**config.mk**
```make
export PLATFORM = sky130hd
export DESIGN_NAME = line_burst_adapter
export DESIGN_NICKNAME = d
export VERILOG_FILES = /design/src/rtl/line_burst_adapter.sv
export SDC_FILE = /design/constraint.sdc
export NUM_CORES = 1
export LEC_CHECK = 0
export CORE_AREA = 10 10 267 269
export DETAILED_ROUTE_END_ITERATION = 16
export DIE_AREA = 0 0 277 279
export DONT_BUFFER_PORTS = 1
export SYNTH_ARGS = -nofsm -noshare
export SYNTH_HDL_FRONTEND = slang
export SYNTH_SLANG_ARGS = --single-unit
```
**constraint.sdc**
```tcl
create_clock -name clk -period 4.6 [get_ports clk]
set_input_delay 1.38 -clock clk [delete_from_list [all_inputs] [get_ports clk]]
set_output_delay 1.38 -clock clk [all_outputs]
set_load 0.02 [all_outputs]
```
**src/rtl/line_burst_adapter.sv**
```systemverilog
// line_burst_adapter
//   Bridges the cache arbiter's 256-bit line port to a 64-bit burst memory
//   port. A line read becomes a BEATS-beat burst read whose beats are
//   assembled into line_rdata. A line write becomes a BEATS-beat burst write.
//   After the last beat is accepted, line_resp pulses for one cycle.
//
// Ports
//   clk, rst      clock and synchronous active-high reset
//   line_read     line read request, held until line_resp
//   line_write    line write request, held until line_resp (wins over read)
//   line_addr     request address (offset bits are dropped)
//   line_wdata    line to write, latched when the request is accepted
//   line_rdata    assembled read line, valid while line_resp follows a read
//   line_resp     one-cycle completion pulse
//   mem_read      burst read request
//   mem_write     burst write request
//   mem_addr      line-aligned burst address
//   mem_wdata     current write beat
//   mem_rdata     current read beat
//   mem_resp      per-beat acknowledge
module line_burst_adapter #(
  parameter int BEAT_W   = 64,
  parameter int BEATS    = 4,
  parameter int OFFSET_W = 5
) (
  input  logic                      clk,
  input  logic                      rst,
  input  logic                      line_read,
  input  logic                      line_write,
  input  logic [31:0]               line_addr,
  input  logic [BEAT_W*BEATS-1:0]   line_wdata,
  output logic [BEAT_W*BEATS-1:0]   line_rdata,
  output logic                      line_resp,
  output logic                      mem_read,
  output logic                      mem_write,
  output logic [31:0]               mem_addr,
  output logic [BEAT_W-1:0]         mem_wdata,
  input  logic [BEAT_W-1:0]         mem_rdata,
  input  logic                      mem_resp
);

  localparam int LINE_W = BEAT_W * BEATS;
  localparam int CNT_W  = (BEATS > 1) ? $clog2(BEATS) : 1;
  localparam logic [CNT_W-1:0] LAST_BEAT   = CNT_W'(BEATS - 1);
  localparam logic [31:0]      OFFSET_MASK = (32'd1 << OFFSET_W) - 32'd1;

  localparam logic [2:0] IDLE        = 3'd0;
  localparam logic [2:0] READ_BURST  = 3'd1;
  localparam logic [2:0] READ_DONE   = 3'd2;
  localparam logic [2:0] WRITE_BURST = 3'd3;
  localparam logic [2:0] WRITE_DONE  = 3'd4;

  logic [2:0]        state;
  logic [2:0]        state_nxt;
  logic [CNT_W-1:0]  cnt;
  logic [CNT_W-1:0]  cnt_nxt;
  logic [31:0]       addr_nxt;
  logic [LINE_W-1:0] wbuf;
  logic [LINE_W-1:0] wbuf_nxt;
  logic [LINE_W-1:0] rdata_nxt;
  logic [BEAT_W-1:0] beat_sel;

  // Next-state, counter, address latch and line assembly.
  always_comb begin
    state_nxt = state;
    cnt_nxt   = cnt;
    addr_nxt  = mem_addr;
    wbuf_nxt  = wbuf;
    rdata_nxt = line_rdata;
    case (state)
      IDLE: begin
        if (line_write) begin
          addr_nxt  = line_addr & ~OFFSET_MASK;
          wbuf_nxt  = line_wdata;
          cnt_nxt   = '0;
          state_nxt = WRITE_BURST;
        end else if (line_read) begin
          addr_nxt  = line_addr & ~OFFSET_MASK;
          cnt_nxt   = '0;
          state_nxt = READ_BURST;
        end else begin
          state_nxt = IDLE;
        end
      end
      READ_BURST: begin
        if (mem_resp) begin
          for (int k = 0; k < BEATS; k++) begin
            rdata_nxt[k*BEAT_W +: BEAT_W] = (cnt == CNT_W'(k)) ? mem_rdata
                                                                : line_rdata[k*BEAT_W +: BEAT_W];
          end
          // The counter holds at the last beat so it never wraps inside a burst.
          if (cnt == LAST_BEAT) begin
            state_nxt = READ_DONE;
          end else begin
            cnt_nxt = cnt + CNT_W'(1);
          end
        end else begin
          state_nxt = READ_BURST;
        end
      end
      WRITE_BURST: begin
        if (mem_resp) begin
          if (cnt == LAST_BEAT) begin
            state_nxt = WRITE_DONE;
          end else begin
            cnt_nxt = cnt + CNT_W'(1);
          end
        end else begin
          state_nxt = WRITE_BURST;
        end
      end
      READ_DONE:  state_nxt = IDLE;
      WRITE_DONE: state_nxt = IDLE;
      default: begin
        state_nxt = IDLE;
        cnt_nxt   = '0;
      end
    endcase
  end

  // Write beat presented in the next cycle, chosen from the next counter value.
  always_comb begin
    beat_sel = '0;
    for (int k = 0; k < BEATS; k++) begin
      beat_sel = (cnt_nxt == CNT_W'(k)) ? wbuf_nxt[k*BEAT_W +: BEAT_W] : beat_sel;
    end
  end

  // State, datapath registers and registered outputs.
  always_ff @(posedge clk) begin
    if (rst) begin
      state      <= IDLE;
      cnt        <= '0;
      wbuf       <= '0;
      line_rdata <= '0;
      line_resp  <= 1'b0;
      mem_read   <= 1'b0;
      mem_write  <= 1'b0;
      mem_addr   <= 32'd0;
      mem_wdata  <= '0;
    end else begin
      state      <= state_nxt;
      cnt        <= cnt_nxt;
      wbuf       <= wbuf_nxt;
      line_rdata <= rdata_nxt;
      line_resp  <= (state_nxt == READ_DONE) || (state_nxt == WRITE_DONE);
      mem_read   <= (state_nxt == READ_BURST);
      mem_write  <= (state_nxt == WRITE_BURST);
      mem_addr   <= addr_nxt;
      mem_wdata  <= (state_nxt == WRITE_BURST) ? beat_sel : '0;
    end
  end

endmodule

```
# Yosys cells after proc, flatten, opt, wreduce, memory -nomap -nowiden
# Cells that the tools add are included.
# totals
regBits	616
inputBits	357
output_inout_bits	355
elab_cells	61
# op_classes
n_addsub	1
n_eq_ne	14
n_mux	20
bitwise	1
reduce_logical	13
# ops
operator	count
$mux 256	2
$mux 64	4
$mux 32	2
$eq 3x2->1 const B	4
$mux 3	4
$reduce_and 3->1	4
$mux 2	5
$pmux 3 s3	1
$eq 2x2->1 const B	4
$eq 3x1->1 const B	2
$eq 3x3->1 const B	2
$pmux 2 s3	1
$reduce_or 2->1	3
$eq 2x1->1 const B	2
$logic_not 2->1	2
$logic_not 3->1	1
$add 2x1->2 const B	1
$reduce_and 2->1	1
$reduce_bool 2->1	1
$logic_or 1x1->1	1
$mux 1	1
$not 1->1	1

# Logic depth before layout (Yosys ltp)
# Gate-level depths: netlist of run 1.
# depth
word_depth	9
depth_mapped	10
depth_no_buf	5

# Least setup slack after synthesis of run 1
# No wires, ideal clock.
# synth_timing
path_type	input port to flip-flop
startpoint	in line_write
endpoint	reg mem_wdata[50]
setup_time_ns	0.146
t_arrival_ns	2.956
required_time_ns	4.454
slack_ns	1.498
path_stages	6
cell_sequence	nor4b_2 > clkbuf_1 > buf_1 > mux2_2 > a221oi_2 > a211oi_2
# synth_via
elab_chain_cells	7
elab_cells_between_ends	17
classes_between	eq/ne: 4; mux: 10; bitwise: 1; reduce/logical: 2
# synth_lines
element	line_no	text
start, declared	29	input logic line_write,
$mux 2	72	if (line_write) begin
$pmux 2 s3	70	case (state)
$logic_not 2->1	125	beat_sel = (cnt_nxt == CNT_W'(k)) ? wbuf_nxt[k*BEAT_W +: BEAT_W] : beat_sel;
$mux 64 (4 in a row)	125	
end signal, assigned	150	mem_wdata <= (state_nxt == WRITE_BURST) ? beat_sel : '0;
end, declared	37	output logic [BEAT_W-1:0] mem_wdata,
# Several ways; a longest one is shown, not always the timed one.
# A chain may end at the register's enable or synchronous reset.

# Worst setup path in the final report of run 1
# layout_timing
startpoint	in line_write
endpoint	reg mem_wdata[30]
# The elaborated chain is that of the path after synthesis.

==> impl_metrics.yaml, run 1 <==
synthesis:
  synth_flop_cell: "dfxtp_1"
  syn_area_per_cell_um2: 9.30
  synth-seq-cells: 611
  yosysUniqueCellTypes: 45
  netlist_area_um2: 23100
  yosysWarnings: 0
  ys_seq_area_frac: 0.529
  synth.most_common_cell: "nand2_1"
  synth.top_cells.by_count: "634 x nand2_1, 611 x dfxtp_1, 285 x a21oi_1, 199 x nor2_1, 192 x mux2i_1"
  netlist_instances: 2486
  synth_edf_count: 0
  netlist.area_leader.share: 0.529
  yosys.area.top_type: "dfxtp_1"
  synthTopCellsByArea: "dfxtp_1 53%, nand2_1 10%, mux2i_1 8.3%, a21oi_1 6.2%, a221oi_2 3.9%"
  synth-async-reset-ratio: 0
floorplanning:
  core_um2: 65600
  fp-row-count: 94
  ioPinCount: 712
  start_util: 0.352
  die_w_um: 277
  die-area_um2: 77300
  die_h_um: 279
global_routing:
  grt_max_degree: 547
  grt_overflow: 0
  grt.total_usage: 0.181
  grt_pass1_vias: 16700
  antenna_found_initial: 25
  grt_pass1_wl_um: 109000
finish:
  syn2layout_area_growth_pct: 12.1
  drive_above_1_share: 0.136
  fillers: 6441
  fin_nets: 2741
  instances_no_fill: 3305
placed_design:
  dp_cells: 3180
  post-place-ws_ps: 1090
  place.gp.congestion: 0.806
  port_buffers: 0
  place_hpwl_um: 51900
critical_path:
  arrival_ps: 3340
  r2r-start: "state[1]"
  timing.rr.end: "mem_wdata[28]"
  worstPathMaxFanout: 37
  rrSetupSlack_ps: 1740
  path_class: "in -> reg"
  rr_worst_depth: 6
  critPathRequiredTime_ps: 5040
  cp-end-kind: "flip-flop"
  critPathLaunchType: "primary input"
detailed_routing:
  vias_per_cell: 5.21
  wl_um: 74600
  drtAntennaViolNets: 0
  vias: 17200
  remaining_drc_errors: 0
  first_pass_iters: 5
  wl_per_cell_um: 22.6
  drtIter0Drc: 1294
power_and_ir_drop:
  p_per_area_nw_per_um2: 473
  power.internal_mw: 9.28
  vdd_ir_drop_max_mv: 0.330
  p_leak_nw: 9.33
  p_comb_frac: 0.085
  pwr-share-clk: 0.445
  p_switching_mw: 2.97
  seq_power_share: 0.470
  switching_share: 0.243
sta:
  final.min_clock_period_ps: 2900
  final.period_utilization: 0.631
  slew_headroom: 0.358
  finClkSkew_ps: 27.8
  max_freq_ghz: 0.345
  slew_violations: 0
  timing.final.ws_setup_ps: 1700
  setup_viol_count_final: 0
  rsz0062_at_grt: "false"
  finalHoldViolCount: 0
  fin_tns_setup_ps: 0
  max_slew.worst_pin.slew_ps: 963
min_path:
  holdPathEnd: "wbuf[79]"
  hold_start: "wbuf[79]"
  min_path_type: "reg -> reg"
  hold_depth: 2
clocking:
  clk_latency_ps: 590
  ctsRootBufferMaster: "clkbuf_16"
  cts_tree: "done"
  htreeDepth: 3
  cts.sink_count: 611
  clockBufferDepth: 3
  cts.repair.resized: 0
  clk_pin_slew_worst_paths_ps: 60
  cts_made_buffers: 66
  post_cts_buffers: 0
  cts_hold_buf: 0
outcome:
  status: "finished, final reports clean"
job:
  cap_violations: 0
worst max path at each step:
stage                          start       endpoint  slack, ps  cells after the start
after detailed placement  line_write  mem_wdata[30]       1090                      7
after global placement    line_write  mem_wdata[30]       1100                      7
after floorplan           line_write  mem_wdata[50]       1500                      6
after CTS                   state[1]  mem_wdata[55]       1700                      6
after global routing        state[1]   mem_wdata[1]       1480                      7
final                     line_write  mem_wdata[30]       1700                      7
registers in the layout, summed over array words and instances, names as in the netlist:
name	flops
state	3
wbuf	256
mem_wdata	64
line_rdata	256
line_resp	1
mem_write	1
cnt	2
mem_addr	27
mem_read	1
placed cells by master (no fill, tap or decap), types with 3 or more instances in the layout:
master	instances
nand2_1	634
dfxtp_1	611
a21oi_1	285
nor2_1	198
mux2i_1	192
clkbuf_16	67
nor2b_1	65
nor3_1	64
mux2_2	64
a221oi_2	60
a211oi_2	60
buf_4	23
clkbuf_8	20
clkbuf_1	15
diode_2	9
buf_12	8
conb_1	5
bufinv_16	5
or3_1	4
inv_1	3
nand3_1	3
a211oi_1	3
inv_6	3
clkinv_2	3
logic make-up (layout without fill, tap and decap cells):
| family | Yosys count | count (layout) | share of synthesized area |
|---|---|---|---|
| and+or+nand+nor | 989 | 989 | 0.175 |
| DFF | 611 | 611 | 0.529 |
| AOI/OAI and AO/OA | 420 | 420 | 0.140 |
| muxes | 256 | 256 | 0.114 |
| buffers and inverters | 208 | 150 | 0.0417 |
| other | 1 | 14 | 0.000162 |
| xor gates and xnor gates | 1 | 1 | 0.000379 |
power by group through the flow:
stage          clock, mW  combinational (mW)  sequential (mW)
2_1_floorplan          0               0.949             5.81
3_3_place_gp           0                1.02             5.87
3_5_place_dp           0                1.05             5.87
4_1_cts             5.58                1.06             5.76
5_1_grt             5.80                1.15             5.78
6_report            5.45                1.05             5.76
routing by layer:
metal / global-route usage / up-vias / wire, um
met3: 0.103 / 142 / 10200
met5: 0 / - / 224
met4: 0.0682 / 32 / 2130
met1: 0.191 / 8197 / 26600
met2: 0.297 / 716 / 35500
li1: - / 8147 / -
cell type report:
type	count	area, um2	area share
Sequential cell	611	12200	0.472
Multi-Input combinational cell	1671	10000	0.386
Clock buffer	102	2010	0.0774
Tap cell	864	1080	0.0417
Timing Repair Buffer	31	333	0.0128
Clock inverter	14	244	0.00941
Antenna cell	9	22.5	0.000868
Inverter	3	11.3	0.000434
through the flow:
step / cell area [um2] / hold WS (ps) / util / total power [mW]
after floorplan: 23100 / 448 / - / 6.76
after global placement: 23700 / 468 / 0.361 / 6.89
after detailed placement: 23700 / 475 / 0.361 / 6.92
after CTS: 25900 / 492 / 0.395 / 12.4
after global routing: 25900 / 510 / 0.395 / 12.7
final: 25900 / 487 / 0.395 / 12.3
worst max-delay path: stages:
cell and delay (ps):
nor4b_4 250, buf_12 290, buf_4 520, mux2i_1 300, nand2_1 120, a221oi_2 340
a211oi_2 70
(Power assumes the default switching activity.)
==> run 2, diff against run 1 <==
==> constraint.sdc (replaced) <==
create_clock -name clk -period 2.4 [get_ports clk]
set_input_delay 0.72 -clock clk [delete_from_list [all_inputs] [get_ports clk]]
set_output_delay 0.72 -clock clk [all_outputs]
set_load 0.02 [all_outputs]
==> run 2 against run 1 <==
  * The run now ends with slew limit left
  * Global-route usage increased by 0.37 points
  * Hold slack got worse by 280 ps
  * Count of clock-buffer cells in the layout decreased by 7
  * Combinational power increased by 130%
  * Clock power increased by 89%
  * Die area unchanged
  * Wire length increased by 3.3%
  * Cell area increased by 4.2%
  * Highest routed layer unchanged
==> impl_metrics.yaml, run 2 (synthesized netlist as in run 1, its figures left out) <==
placed_design:
  dp_cells: 3246
  postPlaceCellArea_um2: 24400
  place.gp.congestion: 0.820
  port_buffers: 0
  post-place-ws_ps: -39.5
  place_hpwl_um: 54300
clocking:
  cts_made_buffers: 66
  clk_latency_ps: 600
  cts.sink_count: 611
  clockBufferDepth: 3
  htreeDepth: 3
  cts_tree: "done"
  clk_pin_slew_worst_paths_ps: 60
  ctsRootBufferMaster: "clkbuf_16"
power_and_ir_drop:
  power.internal_mw: 17.8
  vdd_ir_drop_max_mv: 0.611
  p_leak_nw: 9.88
  p_per_area_nw_per_um2: 879
  p_switching_mw: 5.92
  switching_share: 0.249
  p_comb_frac: 0.100
  total_power_mw: 23.7
  pwr-share-clk: 0.435
  seq_power_share: 0.465
sta:
  max_freq_ghz: 0.428
  timing.final.ws_setup_ps: 62.1
  slew_headroom: -0.934
  finClkSkew_ps: 26.2
  finalHoldViolCount: 0
  max_slew.worst_pin.slew_ps: 2900
  final.min_clock_period_ps: 2340
  setup_viol_count_final: 0
  rsz0062_at_grt: "true"
  slew_violations: 344
  final.period_utilization: 0.974
critical_path:
  path_class: "reg -> reg"
  cp-end-kind: "flip-flop"
  critPathRequiredTime_ps: 2880
  critPathLaunchType: "flip-flop"
  arrival_ps: 2810
  worstPathMaxFanout: 17
finish:
  syn2layout_area_growth_pct: 16.8
  final_common_cell: "nand2_1"
  instances_no_fill: 3385
  final_cell_mix: "634 x nand2_1, 609 x dfxtp_1, 285 x a21oi_1"
  reg.largest.list: "line_rdata: 256 flops, wbuf: 256 flops, mem_wdata: 64 flops"
  fin_nets: 2818
  drive_above_1_share: 0.171
  stdcell_area_um2: 27000
  final_util: 0.412
floorplanning:
  core_um2: 65600
  start_util: 0.352
  fp-row-count: 94
  die-area_um2: 77300
  die_w_um: 277
  die_h_um: 279
  ioPinCount: 712
detailed_routing:
  vias: 17500
  met2WireLength_um: 36500
  drtAntennaViolNets: 0
  wl_um: 77100
  wl_met3_um: 10600
  first_pass_iters: 5
  dr.max_layer_used: "met5"
  wl_per_cell_um: 22.8
  drtIter0Drc: 1539
  route.layer.met1.wl_um: 27500
  remaining_drc_errors: 0
  vias_per_cell: 5.17
global_routing:
  grt_max_degree: 547
  grt_pass1_vias: 17100
  grt_overflow: 0
  grt.total_usage: 0.185
  antenna_found_initial: 27
  grt_pass1_wl_um: 112000
outcome:
  violations: "slew limit"
  status: "complete, but fails checks"
job:
  cap_violations: 0
min_path:
  min_path_type: "in -> reg"
==> run 2: cell count changes in the layout (fill, tap and decap cells not counted), sizes merged <==
cell	change
diode	+1
clkinv	+10
clkinvlp	+1
clkbuf	-2
bufinv	-2
buf	+72
==> run 2: final timing paths <==
| path | start | end | slack, ps | depth (start not counted) |
|---|---|---|---|---|
| worst max-delay path | state[2] | mem_wdata[52] | 60 | 9 |
| worst min-delay path | rst | wbuf[193] | 210 | 1 |
| worst max register to register | state[2] | mem_wdata[52] | 60 | 9 |
| worst min register to register | wbuf[133] | wbuf[133] | 490 | 2 |
==> run 2: per-layer routing <==
layer  vias up  global-route usage
met5         -                   0
li1       8316                   -
met2       725               0.302
met3       157               0.110
met4        28              0.0728
met1      8286               0.191
==> run 2: cell type report <==
cell class / count / area, um2
inverters: 3 / 11.3
flip-flops and latches: 611 / 12200
repair buffers: 108 / 1350
well taps: 864 / 1080
multi-input cells: 1671 / 10100
clock buffers: 95 / 1960
clock inverters: 23 / 284
diodes: 10 / 25.0
fillers: 6330 / 38600
==> run 2: critical path, cell delays in order, from the launching register on <==
cell and delay (ps):
dfxtp_2 340, buf_4 160, nor4b_4 310, buf_6 180
clkbuf_16 190, buf_12 110, clkbuf_16 190, mux2_2 360
a221oi_2 280, a211oi_2 70
==> run 2: through the flow <==
step / hold slack, ps / setup TNS [ps]
floorplan: 448 / 0
global placement: 461 / -63.3
detailed placement: 475 / -146
CTS: 183 / 0
global route: 179 / -60.4
finish: 207 / 0
==> run 2: power groups by stage <==
stage	clock network, mW	logic, mW	registers [mW]
final	10.3	2.38	11.0
after global routing	11.0	2.59	11.1
after CTS	10.6	2.25	11.0
after global placement	0	2.18	11.2
after detailed placement	0	2.24	11.3
after floorplan	0	1.82	11.1
==> run 2: repair_timing <==
item	4_1_cts	5_1_grt
hold buffers	0	0
endpoints found under the hold margin	0	0
setup buffers	0	6
endpoints found under the setup margin	0	81
gates resized for setup	0	28
